--- config.mk ---
export PLATFORM = sky130hd
export DESIGN_NAME = uart_tx_arbiter
export DESIGN_NICKNAME = d
export VERILOG_FILES = /design/src/rtl/uart_tx_arbiter.sv
export SDC_FILE = /design/constraint.sdc
export NUM_CORES = 1
export LEC_CHECK = 0
export BUFFER_PORTS_ARGS = -buffer_cell sky130_fd_sc_hd__buf_2
export CAP_MARGIN = 10
export CORE_MARGIN = 5
export CORE_UTILIZATION = 23
export DETAILED_ROUTE_END_ITERATION = 8
export SLEW_MARGIN = 10
export SYNTH_ARGS = -nofsm -noshare
export SYNTH_HDL_FRONTEND = slang
export SYNTH_SLANG_ARGS = --single-unit
--- constraint.sdc ---
create_clock -name clk -period 7.12 [get_ports clk]
set_input_delay 1.068 -clock clk [delete_from_list [all_inputs] [get_ports clk]]
set_output_delay 1.068 -clock clk [all_outputs]
set_load 0.02 [all_outputs]
--- src/rtl/uart_tx_arbiter.sv ---
// Round-robin arbiter that feeds bytes from several requesters into one uart_tx,
// with optional grant locking for multi-byte messages and a start-handshake timeout.
module uart_tx_arbiter #(
  parameter int NUM_REQ       = 4,
  parameter int TIMEOUT_TICKS = 4
) (
  input  logic                 clk,
  input  logic                 rst_n,
  input  logic                 clk_en,
  input  logic [NUM_REQ-1:0]   req_valid,
  input  logic [8*NUM_REQ-1:0] req_data,
  input  logic [NUM_REQ-1:0]   req_lock,
  output logic [NUM_REQ-1:0]   req_ready,
  input  logic                 tx_busy,
  output logic                 tx_start,
  output logic [7:0]           tx_data,
  output logic [2:0]           grant_id,
  output logic                 err_timeout,
  output logic [15:0]          byte_count
);

  typedef enum logic [1:0] {IDLE, LAUNCH, WAIT_BUSY, WAIT_DONE} state_t;

  localparam int CNT_W = $clog2(TIMEOUT_TICKS + 1);

  state_t             state;
  state_t             state_nxt;
  logic [CNT_W-1:0]   tick_cnt;
  logic               lock_active;
  logic               sel_vld;
  logic [2:0]         sel_id;
  logic               accept;
  logic               timeout_hit;
  logic               frame_done;
  logic [7:0]         valid_pad;
  logic [7:0]         lock_pad;
  logic [63:0]        data_pad;

  // Requester vectors padded to the 3-bit index space so indexing is exact.
  assign valid_pad = 8'(req_valid);
  assign lock_pad  = 8'(req_lock);
  assign data_pad  = 64'(req_data);

  function automatic logic [2:0] wrap_idx(input logic [3:0] raw);
    return (raw >= 4'(NUM_REQ)) ? 3'(raw - 4'(NUM_REQ)) : raw[2:0];
  endfunction

  // Locked requester wins while it still has data; otherwise the nearest set
  // bit after the last grant wins (loop runs far-to-near so nearest is last).
  always_comb begin
    sel_vld = 1'b0;
    sel_id  = grant_id;
    if (lock_active && valid_pad[grant_id]) begin
      sel_vld = 1'b1;
    end else begin
      for (int k = NUM_REQ; k >= 1; k--) begin
        if (valid_pad[wrap_idx({1'b0, grant_id} + 4'(k))]) begin
          sel_vld = 1'b1;
          sel_id  = wrap_idx({1'b0, grant_id} + 4'(k));
        end
      end
    end
  end

  assign accept      = (state == IDLE) && sel_vld;
  assign timeout_hit = (state == WAIT_BUSY) && !tx_busy && clk_en &&
                       (tick_cnt == CNT_W'(TIMEOUT_TICKS - 1));
  assign frame_done  = (state == WAIT_DONE) && !tx_busy;

  always_ff @(posedge clk or negedge rst_n) begin
    if (!rst_n) state <= IDLE;
    else        state <= state_nxt;
  end

  always_comb begin
    state_nxt = state;
    case (state)
      IDLE:      if (accept) state_nxt = LAUNCH;
      LAUNCH:    if (clk_en && !tx_busy) state_nxt = WAIT_BUSY;
      WAIT_BUSY: begin
        if (tx_busy)          state_nxt = WAIT_DONE;
        else if (timeout_hit) state_nxt = IDLE;
      end
      WAIT_DONE: if (!tx_busy) state_nxt = IDLE;
      default:   state_nxt = IDLE;
    endcase
  end

  // req_ready is gated by rst_n so it drops the instant reset asserts.
  always_comb begin
    req_ready   = '0;
    tx_start    = 1'b0;
    err_timeout = 1'b0;
    if (rst_n && accept) req_ready = NUM_REQ'(1) << sel_id;
    if (state == LAUNCH && clk_en && !tx_busy) tx_start = 1'b1;
    if (timeout_hit) err_timeout = 1'b1;
  end

  always_ff @(posedge clk or negedge rst_n) begin
    if (!rst_n) begin
      tick_cnt    <= '0;
      tx_data     <= 8'h00;
      grant_id    <= 3'(NUM_REQ - 1);
      lock_active <= 1'b0;
      byte_count  <= 16'h0000;
    end else begin
      if (state == WAIT_BUSY) begin
        if (clk_en) tick_cnt <= tick_cnt + CNT_W'(1);
      end else begin
        tick_cnt <= '0;
      end

      if (accept) begin
        tx_data     <= data_pad[{sel_id, 3'b000} +: 8];
        grant_id    <= sel_id;
        lock_active <= lock_pad[sel_id];
      end else if (state == IDLE && lock_active && !valid_pad[grant_id]) begin
        lock_active <= 1'b0;
      end else if (timeout_hit) begin
        lock_active <= 1'b0;
      end

      if (frame_done) byte_count <= byte_count + 16'd1;
    end
  end

endmodule

# Yosys cells after proc, flatten, opt, wreduce, memory -nomap -nowiden
# Index checks and enable logic that the tools add are counted.
[word_totals]
output_inout_bits = 33
inputBits = 44
wordCells = 94
ff_bits = 33
[classes]
order_cmp = 10
reduce_logical = 17
mux = 40
eq_ne = 9
n_shift = 2
addsub = 10
[ops]
columns = ["cell", "n"]
rows = [
  ["$shiftx A64 B7 Y8", 1],
  ["$mux W3", 11],
  ["$lt A3 B4 Y1 const B", 6],
  ["$bmux W1 S3", 6],
  ["$add A16 B1 Y16 const B", 1],
  ["$ge A4 B3 Y1 const B", 4],
  ["$mux W1", 16],
  ["$logic_and A1 B1 Y1", 12],
  ["$sub A3 B3 Y3 const B", 4],
  ["$mux W2", 5],
  ["$add A3 B2 Y4 const B", 2],
  ["$ne A2 B2 Y1 const B", 4],
  ["$pmux W2 S4", 1],
  ["$add A3 B1 Y4 const B", 1],
  ["$add A3 B3 Y4 const B", 1],
  ["$eq A2 B2 Y1 const B", 2],
  ["$mux W4", 1],
  ["$reduce_and A4 Y1", 1],
  ["$shl A1 B3 Y4 const A", 1],
  ["$add A3 B1 Y3 const B", 1],
  ["$eq A3 B2 Y1 const B", 1],
  ["$ne A3 B3 Y1 const B", 1],
  ["$reduce_bool A3 Y1", 1],
  ["$eq A2 B1 Y1 const B", 1],
  ["2 further kinds", 3],
]

# Logic depth before layout (Yosys ltp)
[logic_depth]
word_depth = 13
ltp_mapped = 11
depth_no_buf = 8

# Least setup slack after synthesis
# No wires, ideal clock.
[synth_path]
path_kind = "flip-flop to output port"
from = "register grant_id[0]"
to = "output port req_ready[0]"
path_buffers = 3
required_time_ns = 6.052
slack_ns = 3.043
path_stages_with_launch = 11
arrival_ns = 3.009
path_cell_list = "dfstp_2 buf_6 inv_1 ha_1 mux4_1 o21ai_1 o32ai_4 xnor2_2 buf_6 buf_12 nor3_1"
[synth_between]
elab_chain_cells = 13
elab_cells_between_ends = 41
classes_between = "8 x add/sub; 4 x order compare; 1 x shift; 25 x mux; 3 x reduce/logical"
[synth_rtl]
columns = ["element", "line", "rtl"]
rows = [
  ["start: declaration", "17", "output logic [2:0] grant_id,"],
  ["start signal: assignment", "103", "grant_id <= 3'(NUM_REQ - 1);"],
  ["start signal: assignment", "115", "grant_id <= sel_id;"],
  ["$add A3 B3 Y4", "57, 59", ""],
  ["$ge A4 B3 Y1 or $sub A3 B3 Y3 (tied branches)", "45", "return (raw >= 4'(NUM_REQ)) ? 3'(raw - 4'(NUM_REQ)) : raw[2:0];"],
  ["$mux W3", "45", ""],
  ["$bmux W1 S3", "57", "if (valid_pad[wrap_idx({1'b0, grant_id} + 4'(k))]) begin"],
  ["$mux W1 (implied by the code)", "57", ""],
  ["$mux W1 (4 in series)", "57", ""],
  ["$mux W1", "53", "if (lock_active && valid_pad[grant_id]) begin"],
  ["$logic_and A1 B1 Y1", "65", "assign accept = (state == IDLE) && sel_vld;"],
  ["$logic_and A1 B1 Y1", "94", "if (rst_n && accept) req_ready = NUM_REQ'(1) << sel_id;"],
  ["$mux W4 (*)", "94", ""],
  ["end: declaration", "13", "output logic [NUM_REQ-1:0] req_ready,"],
]
# Every way passes the cells marked *; elsewhere a longest branch is shown, timed or not. The select of a mux whose other input is x is not followed.

# Worst setup path after layout
[layout_path]
from = "register grant_id[0]"
to = "output port req_ready[3]"
# Same word-level chain as after synthesis.

==> impl_metrics.env <==
export IMPL_grt_pass1_wl_mm=8.65
export IMPL_wl_per_cell_microns=14.1
export IMPL_firstDrtPassIters=5
export IMPL_coreArea_sq_um=8810
export IMPL_timing_final_crit_share=0.625
export IMPL_dpl_cell_area_sq_um=2550
export IMPL_start_kind="flop"
export IMPL_p_int_mw=0.655
export IMPL_comb_power_share=0.578
export IMPL_holdBufCountCts=0
export IMPL_status="finished, final reports clean"
export IMPL_cts_tree="built"
export IMPL_syn_to_final_growth_pct=27.9
export IMPL_die_y_microns=105
export IMPL_p_clk_frac=0.163
export IMPL_finalSetupViolations=0
export IMPL_die_area_sq_um=11100
export IMPL_floorplan_initialDensity=0.237
export IMPL_grt_max_degree=36
export IMPL_syn_nets=240
export IMPL_cp_end_kind="output port"
export IMPL_synthCells=191
export IMPL_gp_congestion=0.903
export IMPL_fin_area_sq_um=2680
export IMPL_synth_edff_count=0
export IMPL_htreeDepth=2
export IMPL_reg2reg_slack_ps=3600
export IMPL_grt_overflow_total=0
export IMPL_synth_cell_type_count=45
export IMPL_worstHoldEndpoint="byte_count[15]"
export IMPL_power_switching_mw=0.487
export IMPL_cp_data_arrival_time_ps=3390
export IMPL_ys_ff_latch=33
export IMPL_grt_usage=0.0956
export IMPL_post_route_drc_count=0
export IMPL_period_minus_slack_ps=4450
export IMPL_synth_async_sr_flop_share=1.00
export IMPL_netlist_area_sq_um=2090
export IMPL_required_ps=6050
export IMPL_cts_made_buffers=5
export IMPL_yosysWarnings=0
export IMPL_grt_setup_unrepaired="no"
export IMPL_clk_pin_slew_worst_paths_ps=80
export IMPL_drive_above_1_share=0.400
export IMPL_skew_ps=7.74
export IMPL_clk_path_buf_depth=2
export IMPL_clock_tree_root_cell="clkbuf_8"
export IMPL_wl_mm=5.32
export IMPL_seq_power_share=0.260
export IMPL_die_w_microns=105
export IMPL_cts_sinks=33
export IMPL_clk_insertion_delay_late_ps=280
export IMPL_cts_resized=0
export IMPL_rows=34
export IMPL_worstHoldStart="byte_count[15]"
export IMPL_worst_slew_pin_slew_ps=558
export IMPL_ir_drop_uv=282
export IMPL_p_sw_frac=0.427
export IMPL_vias=1707
export IMPL_hold_violations=0
export IMPL_crit_path_max_fanout=21
export IMPL_synthFlopType="dfrtp_1"
export IMPL_maxSlewViolCount=0
export IMPL_path_class="flop to output port"
export IMPL_viasPerCell=4.52
export IMPL_io_buffers=76
export IMPL_syn_avg_cell_area_sq_um=10.9
export IMPL_initialDrtViolationCount=59
export IMPL_grt_pass1_vias=1746
export IMPL_tns_ps=0
export IMPL_r2r_end="lock_active"
export IMPL_antenna_found_initial=1
export IMPL_relSlewSlack=0.628
export IMPL_ant_nets=0
export IMPL_nets=318
export IMPL_top_level_ports=77
export IMPL_place_hpwl_mm=4.06
export IMPL_r2r_start="grant_id[0]"
export IMPL_p_leak_nw=1.31
export IMPL_antennaDiodeCount=0
export IMPL_ys_seq_area_frac=0.396
export IMPL_r2r_cells=9
export IMPL_drv_cap=0
export IMPL_power_density_nw_per_um2=427
export IMPL_hold_depth=1
export IMPL_cts_setup_buffers=0
export IMPL_hold_class="flop to flop"
export IMPL_maxClockFrequency_ghz=0.225
-- registers in the layout (all words and copies together), names as in the netlist --
name,cells
tx_data,8
grant_id,3
byte_count,16
state,2
tick_cnt,3
lock_active,1
-- critical path: stages (launching register included) --
cell,delay (ps)
dfstp_2,700
inv_1,170
ha_1,410
mux4_1,580
o21ai_1,190
o32ai_4,160
xnor2_2,130
buf_4,330
nand3_1,150
nor2_1,120
buf_2,170
-- routing by layer --
metal	vias up	global-route usage	part of all wire
li1	844	-	-
met1	796	0.128	0.46
met2	58	0.140	0.45
met3	7	0.0440	0.085
met4	2	0.0234	0.0051
met5	-	0	0.0038
-- power groups by stage --
stage / combinational, mW / sequential (mW) / clock [mW]
detailed placement: 0.669 / 0.299 / 0
global route: 0.718 / 0.305 / 0.206
finish: 0.660 / 0.296 / 0.186
global placement: 0.652 / 0.295 / 0
floorplan: 0.538 / 0.329 / 0
CTS: 0.671 / 0.296 / 0.194
-- through the flow --
stage	hold WS, ps	instances	setup WS [ps]	power, mW	utilization
after floorplan	490	191	3040	0.867	-
after global placement	469	370	3110	0.947	0.290
after detailed placement	472	370	2950	0.968	0.290
after CTS	483	378	2650	1.16	0.304
after global routing	505	378	2450	1.23	0.304
final	472	378	2670	1.14	0.304
-- Yosys cell counts (all sizes together) (2+ instances only) --
master	n	area [sq um]
nand3	7	35.0
o311a	2	31.3
clkbuf	2	7.51
mux2	5	56.3
a21oi	3	15.0
mux4	3	75.1
a221oi	8	120
nand2	11	41.3
nor2b	5	31.3
buf	6	66.3
o21a	2	15.0
dfrtp	31	776
and3	4	25.0
o21ai	3	15.0
inv	4	15.0
dfstp	2	52.6
nor3	7	40.0
xor2	4	35.0
ha	5	62.6
xnor2	14	130
mux2i	18	180
and2	4	30.0
nand2b	5	31.3
nand4	2	12.5
nor2	24	90.1
-- worst max-delay path by stage --
stage                      startpoint      endpoint  cells after the start  slack [ps]
after floorplan           grant_id[0]  req_ready[0]                     10        3040
after global placement    grant_id[0]  req_ready[3]                     10        3110
after detailed placement  grant_id[0]  req_ready[3]                     10        2950
after CTS                 grant_id[0]  req_ready[3]                     10        2650
after global routing      grant_id[0]  req_ready[1]                     10        2450
final                     grant_id[0]  req_ready[3]                     10        2670
-- cell families after synthesis --
group | count (synthesis) | share of synthesized area
AOI/OAI and AO/OA | 24 | 0.127
xor gates and xnor gates | 18 | 0.0790
adders and majority gates | 5 | 0.0299
buffers and inverters | 12 | 0.0425
DFF | 33 | 0.396
muxes | 26 | 0.149
and+or+nand+nor | 73 | 0.177
-- cell type report --
cell class | count | area [sq um]
inverter | 4 | 15.0
tap | 108 | 135
sequential | 33 | 828
multi-input combinational | 146 | 1170
fill | 884 | 6130
timing repair buffer | 79 | 403
clock buffer | 6 | 82.6
clock inverter | 2 | 37.5
-- cell usage in the layout (no fill, tap or decap), drive strengths merged, types with 5 or more instances in the layout --
cell type | Yosys | layout
buf | 6 | 79
dfrtp | 31 | 31
nor2 | 24 | 24
mux2i | 18 | 18
xnor2 | 14 | 14
nand2 | 11 | 11
a221oi | 8 | 8
nand3 | 7 | 7
nor3 | 7 | 7
clkbuf | 2 | 6
nand2b | 5 | 5
nor2b | 5 | 5
ha | 5 | 5
mux2 | 5 | 5
(Power assumes the default switching activity.)
